[src/rtl/rd_bus_arbiter.sv]
// rtl/rd_bus_arbiter.sv - two-port (I/D) round-robin read-bus arbiter with one-entry request slots
module rd_bus_arbiter #(
  parameter int ADDR_W = 32,
  parameter int BLK_W  = 128
) (
  input  logic              cpu_clk,
  input  logic              cpu_rst,
  output logic              i_rrdy,
  input  logic [3:0]        i_ren,
  input  logic [ADDR_W-1:0] i_raddr,
  output logic              i_rvalid,
  output logic [BLK_W-1:0]  i_rdata,
  output logic              d_rrdy,
  input  logic [3:0]        d_ren,
  input  logic [ADDR_W-1:0] d_raddr,
  output logic              d_rvalid,
  output logic [BLK_W-1:0]  d_rdata,
  input  logic              dev_rrdy,
  output logic [3:0]        dev_ren,
  output logic [ADDR_W-1:0] dev_raddr,
  input  logic              dev_rvalid,
  input  logic [BLK_W-1:0]  dev_rdata,
  output logic              err_spurious
);

  typedef enum logic {S_IDLE, S_WAIT} state_t;

  // side encoding shared by owner and last_grant
  localparam logic SIDE_I = 1'b0;
  localparam logic SIDE_D = 1'b1;

  state_t              state_q, state_d;
  logic                pend_i_q, pend_i_d;
  logic                pend_d_q, pend_d_d;
  logic [3:0]          slot_i_ren_q, slot_i_ren_d;
  logic [3:0]          slot_d_ren_q, slot_d_ren_d;
  logic [ADDR_W-1:0]   slot_i_addr_q, slot_i_addr_d;
  logic [ADDR_W-1:0]   slot_d_addr_q, slot_d_addr_d;
  logic                owner_q, owner_d;
  logic                last_grant_q, last_grant_d;
  logic [3:0]          dev_ren_q, dev_ren_d;
  logic [ADDR_W-1:0]   dev_raddr_q, dev_raddr_d;
  logic                i_rvalid_q, i_rvalid_d;
  logic                d_rvalid_q, d_rvalid_d;
  logic [BLK_W-1:0]    i_rdata_q, i_rdata_d;
  logic [BLK_W-1:0]    d_rdata_q, d_rdata_d;
  logic                err_q, err_d;
  logic                sel;

  // slot capture, grant selection, issue and response routing
  always_comb begin
    state_d       = state_q;
    pend_i_d      = pend_i_q;
    pend_d_d      = pend_d_q;
    slot_i_ren_d  = slot_i_ren_q;
    slot_d_ren_d  = slot_d_ren_q;
    slot_i_addr_d = slot_i_addr_q;
    slot_d_addr_d = slot_d_addr_q;
    owner_d       = owner_q;
    last_grant_d  = last_grant_q;
    dev_ren_d     = 4'h0;
    dev_raddr_d   = dev_raddr_q;
    i_rvalid_d    = 1'b0;
    d_rvalid_d    = 1'b0;
    i_rdata_d     = i_rdata_q;
    d_rdata_d     = d_rdata_q;
    err_d         = err_q;
    sel           = SIDE_I;

    // a request while the slot is full is ignored; capture and clear never coincide
    if (!pend_i_q && (|i_ren)) begin
      pend_i_d      = 1'b1;
      slot_i_ren_d  = i_ren;
      slot_i_addr_d = i_raddr;
    end
    if (!pend_d_q && (|d_ren)) begin
      pend_d_d      = 1'b1;
      slot_d_ren_d  = d_ren;
      slot_d_addr_d = d_raddr;
    end

    case (state_q)
      S_IDLE: begin
        if (dev_rvalid) begin
          err_d = 1'b1;
        end
        if (dev_rrdy && (pend_i_q || pend_d_q)) begin
          if (pend_i_q && pend_d_q) begin
            sel = ~last_grant_q;
          end else begin
            sel = pend_d_q ? SIDE_D : SIDE_I;
          end
          dev_ren_d    = (sel == SIDE_D) ? slot_d_ren_q  : slot_i_ren_q;
          dev_raddr_d  = (sel == SIDE_D) ? slot_d_addr_q : slot_i_addr_q;
          owner_d      = sel;
          last_grant_d = sel;
          state_d      = S_WAIT;
        end
      end
      S_WAIT: begin
        if (dev_rvalid) begin
          if (owner_q == SIDE_I) begin
            i_rvalid_d = 1'b1;
            i_rdata_d  = dev_rdata;
            pend_i_d   = 1'b0;
          end else begin
            d_rvalid_d = 1'b1;
            d_rdata_d  = dev_rdata;
            pend_d_d   = 1'b0;
          end
          state_d = S_IDLE;
        end
      end
      default: state_d = S_IDLE;
    endcase
  end

  // state registers with synchronous reset; D is the last grant so I wins the first tie
  always_ff @(posedge cpu_clk) begin
    if (cpu_rst) begin
      state_q       <= S_IDLE;
      pend_i_q      <= 1'b0;
      pend_d_q      <= 1'b0;
      slot_i_ren_q  <= 4'h0;
      slot_d_ren_q  <= 4'h0;
      slot_i_addr_q <= '0;
      slot_d_addr_q <= '0;
      owner_q       <= SIDE_I;
      last_grant_q  <= SIDE_D;
      dev_ren_q     <= 4'h0;
      dev_raddr_q   <= '0;
      i_rvalid_q    <= 1'b0;
      d_rvalid_q    <= 1'b0;
      i_rdata_q     <= '0;
      d_rdata_q     <= '0;
      err_q         <= 1'b0;
    end else begin
      state_q       <= state_d;
      pend_i_q      <= pend_i_d;
      pend_d_q      <= pend_d_d;
      slot_i_ren_q  <= slot_i_ren_d;
      slot_d_ren_q  <= slot_d_ren_d;
      slot_i_addr_q <= slot_i_addr_d;
      slot_d_addr_q <= slot_d_addr_d;
      owner_q       <= owner_d;
      last_grant_q  <= last_grant_d;
      dev_ren_q     <= dev_ren_d;
      dev_raddr_q   <= dev_raddr_d;
      i_rvalid_q    <= i_rvalid_d;
      d_rvalid_q    <= d_rvalid_d;
      i_rdata_q     <= i_rdata_d;
      d_rdata_q     <= d_rdata_d;
      err_q         <= err_d;
    end
  end

  assign i_rrdy       = !pend_i_q;
  assign d_rrdy       = !pend_d_q;
  assign i_rvalid     = i_rvalid_q;
  assign d_rvalid     = d_rvalid_q;
  assign i_rdata      = i_rdata_q;
  assign d_rdata      = d_rdata_q;
  assign dev_ren      = dev_ren_q;
  assign dev_raddr    = dev_raddr_q;
  assign err_spurious = err_q;

endmodule
[config.mk]
export PLATFORM = sky130hd
export DESIGN_NAME = rd_bus_arbiter
export DESIGN_NICKNAME = d
export VERILOG_FILES = /design/src/rtl/rd_bus_arbiter.sv
export SDC_FILE = /design/constraint.sdc
export NUM_CORES = 1
export LEC_CHECK = 0
export ABC_AREA = 1
export CAP_MARGIN = 20
export CELL_PAD_IN_SITES_DETAIL_PLACEMENT = 0
export CELL_PAD_IN_SITES_GLOBAL_PLACEMENT = 1
export CORE_ASPECT_RATIO = 1.2
export CORE_MARGIN = 3
export CORE_UTILIZATION = 30
export DETAILED_ROUTE_END_ITERATION = 6
export PLACE_DENSITY_LB_ADDON = 0.1
export RECOVER_POWER = 25
export SKIP_CTS_REPAIR_TIMING = 1
export SLEW_MARGIN = 20
export SYNTH_ARGS = -nofsm -noshare
export SYNTH_HDL_FRONTEND = slang
export SYNTH_SLANG_ARGS = --single-unit
export TNS_END_PERCENT = 50
[constraint.sdc]
create_clock -name cpu_clk -period 1.45 [get_ports cpu_clk]
set_clock_uncertainty 0.05 [all_clocks]
set_input_delay 0.435 -clock cpu_clk [delete_from_list [all_inputs] [get_ports cpu_clk]]
set_output_delay 0.435 -clock cpu_clk [all_outputs]
set_load 0.05 [all_outputs]
After elaboration in Yosys (flattened, before gate mapping)
Cells that the tools add are included.

Add/subtract/negate cells: 0. $mul: 0. Div/mod/pow operators: 0. Magnitude comparators: 0. Eq/ne operators: 0. Shift-type cells: 0. Multiplexer cells: 19. Bitwise operators: 5. Reductions and logical operators: 15.

Operators by type and width (count): $mux W32 (1); $mux W1 (16); $reduce_or A4 Y1 (2); $reduce_and A3 Y1 (2); $reduce_or A3 Y1 (2); $not A1 Y1 (5); $logic_and A1 B1 Y1 (4); $mux W4 (1); $reduce_and A2 Y1 (2); $logic_not A1 Y1 (2); $pmux W1 S2 (1); $logic_or A1 B1 Y1 (1).

Register bits after elaboration: 372. Latch bits: 0. Bits in writable memories: 0. Memory bits (read-only): 0. Output and inout port bits: 297. Memories kept: 0.

Logic depth before layout (Yosys ltp)
Word-level depth: 6. Depth in mapped cells: 8. Gate-level depth less buffers: 6.

Least setup slack after synthesis
Ideal clock, no wire load.

Path type: register -> output. Start: register pend_d_q. End: output port d_rrdy. Data arrival time: 0.952 ns. Setup slack: 0.013 ns. Cell stages (with the launch flop): 5. Cell sequence: dfxtp_1 buf_4 inv_2 buf_4 buf_2.

Word-level cells in the longest chain between the ends: 1.

Ends and longest elaborated chain: start, declared (line 34) `logic pend_d_q, pend_d_d;`; start signal, assigned (line 140) `pend_d_q <= pend_d_d;`; $logic_not A1 Y1 (line 158) `assign d_rrdy = !pend_d_q;`; end, declared (line 13) `output logic d_rrdy,`.

No other way between the ends.

Worst setup path after layout
Start: register pend_i_q. End: output port i_rrdy.

Word-level cells in the longest chain between the ends: 1.

Ends and longest elaborated chain: start, declared (line 33) `logic pend_i_q, pend_i_d;`; start signal, assigned (line 139) `pend_i_q <= pend_i_d;`; $logic_not A1 Y1 (line 157) `assign i_rrdy = !pend_i_q;`; end, declared (line 8) `output logic i_rrdy,`.

No other way between the ends.

==> results.sh <==
export IMPL_status="complete, but fails checks"
export IMPL_violations="negative setup slack"
export IMPL_required_ps=970
export IMPL_seq_area_frac_synth=0.541
export IMPL_grt_pass1_wl_um=80300
export IMPL_final_common_cell="nand3_1"
export IMPL_numCtsBuffers=42
export IMPL_cts_buffer_depth=3
export IMPL_first_pass_iters=5
export IMPL_period_share=1.15
export IMPL_grt_setup_unrepaired="true"
export IMPL_critical_path_class="flop to primary output"
export IMPL_final_setup_worst_slack_ps=-211
export IMPL_ys_warn_count=0
export IMPL_max_slew_margin=0.661
export IMPL_root_buffer="clkbuf_16"
export IMPL_port_buffers=500
export IMPL_grt_total_usage=0.213
export IMPL_clock_latency_ps=550
export IMPL_start_util=0.305
export IMPL_vias_per_cell=4.66
export IMPL_cap_violations=0
export IMPL_row_count=85
export IMPL_hp_class="input port to flop"
export IMPL_fin_crit_ps=1660
export IMPL_setup_viol=627
export IMPL_maxSlewViolCount=0
export IMPL_ant_nets=0
export IMPL_met3WireLength_um=4130
export IMPL_core_area_um2=45100
export IMPL_ios=501
export IMPL_pwr_density_cell_nw_per_um2=1050
export IMPL_layout_common_cells="nand3_1 (388), buf_12 (340), dfxtp_2 (280)"
export IMPL_timing_final_hold_violations=0
export IMPL_placed_cell_area_um2=22900
export IMPL_start_kind="flop"
export IMPL_synth_distinct_cells=22
export IMPL_async_flop_share=0
export IMPL_holdWs_ps=377
export IMPL_post_dp_hpwl_um=40700
export IMPL_nNetsFinal=2429
export IMPL_die_area_um2=48500
export IMPL_antenna_found_initial=7
export IMPL_fp_dieW_um=202
export IMPL_cts_sinks=372
export IMPL_synth_nets=1910
export IMPL_fin_cells=2872
export IMPL_syn_inst=1706
export IMPL_ys_ff_latch=372
export IMPL_remaining_drc_errors=0
export IMPL_die_y_um=241
export IMPL_htree_num_levels=2
export IMPL_synth_edff_count=0
export IMPL_drive_gt1_frac=0.348
export IMPL_finalWeightedCongestion=0.814
export IMPL_top_layer_used="met5"
export IMPL_initialDrtViolationCount=610
export IMPL_grt_pass1_vias=12683
export IMPL_num_vias=13395
export IMPL_leakagePower_nw=10.2
export IMPL_grt_max_degree=55
export IMPL_final_cell_area_um2=24900
export IMPL_ys_flop_type="dfxtp_1"
export IMPL_wl_per_cell_um=19.0
export IMPL_totalPowerFinal_w=0.0263
export IMPL_fmax_mhz=602
export IMPL_setup_tns_ps=-40130
export IMPL_worst_slew_pin_slew_ps=507
export IMPL_synth_area_um2=13800
export IMPL_wl_met1_um=21400
export IMPL_grt_ovfl_total=0
export IMPL_ir_drop_mv=1.01
export IMPL_cts_reportedPaths_clkPinSlew_ps=60
export IMPL_dp_cells=2768
export IMPL_area_growth_pct=81.0
export IMPL_crit_fanout=8
export IMPL_wirelength_um=54700
export IMPL_crit_arrival_ps=1180
export IMPL_avgSynthCellArea_um2=8.07
export IMPL_endpoint_kind="primary output"
export IMPL_cts_tree="yes"
export IMPL_met2_length_um=27500
[worst paths after layout]
kind	from	end	slack (ps)	cells past startpoint
worst max-delay path	pend_i_q	i_rrdy	-210	2
worst min-delay path	cpu_rst	err_spurious	380	3
worst max register to register	pend_d_q	dev_ren[0]	-120	5
worst min register to register	slot_i_addr_q[8]	slot_i_addr_q[8]	410	2
[stage by stage]
| step | utilization | setup slack (ps) |
|---|---|---|
| after floorplan | - | 12.7 |
| after global placement | 0.508 | -476 |
| after detailed placement | 0.508 | -481 |
| after CTS | 0.540 | -450 |
| after global routing | 0.552 | -258 |
| final | 0.552 | -211 |
[registers in the layout, summed over array words and instances, names as in the netlist, 4 cells and up]
register       count
dev_raddr         32
d_rdata          128
slot_i_addr_q     32
slot_d_ren_q       4
slot_d_addr_q     32
slot_i_ren_q       4
i_rdata          128
dev_ren            4
[report_power, final]
group | internal (W) | leakage, nW | switching [W]
Sequential | 0.0107 | 3.17 | 0.000345
Combinational | 0.00204 | 6.34 | 0.00223
Clock | 0.00667 | 0.721 | 0.00432
[cell usage after synthesis (2+ instances only)]
master      n  share of area
clkbuf_1   22         0.0060
dfxtp_1   372           0.54
clkbuf_2   20         0.0073
nor2_1    103          0.028
o21ai_1    35          0.013
buf_6      26          0.021
inv_1     196          0.053
inv_2       5         0.0014
nand2_1   158          0.043
a21oi_1    80          0.029
buf_4      12         0.0065
buf_1       4         0.0011
o21ai_0   223          0.081
buf_2      50          0.018
nand2_2     5         0.0023
nand3_4     2         0.0025
nand3_1   388           0.14
[routing by layer]
layer,track usage,vias to the layer above
met2,0.378,412
met3,0.0648,77
met1,0.247,6271
li1,-,6629
met4,0.0725,6
met5,0,-
[worst max-delay path, cell delays in order (launching register included)]
cell and delay (ps):
dfxtp_4 370, inv_8 100, buf_12 140
[cells by family after synthesis]
| logic type | count (synthesis) | synth area share |
|---|---|---|
| AND/OR/NAND/NOR | 659 | 0.219 |
| flip-flops | 372 | 0.541 |
| AO/OA/AOI/OAI | 338 | 0.123 |
| buffers and inverters | 337 | 0.117 |
[final cells by class]
type / count / area (um2)
multi-input cells: 997 / 4710
fillers: 4083 / 20200
flip-flops and latches: 372 / 7860
inverters: 202 / 781
diodes: 5 / 12.5
repair buffers: 610 / 9340
clock buffers: 66 / 1340
well taps: 609 / 762
clock inverters: 11 / 109
Power figures use the tool's default switching activity.
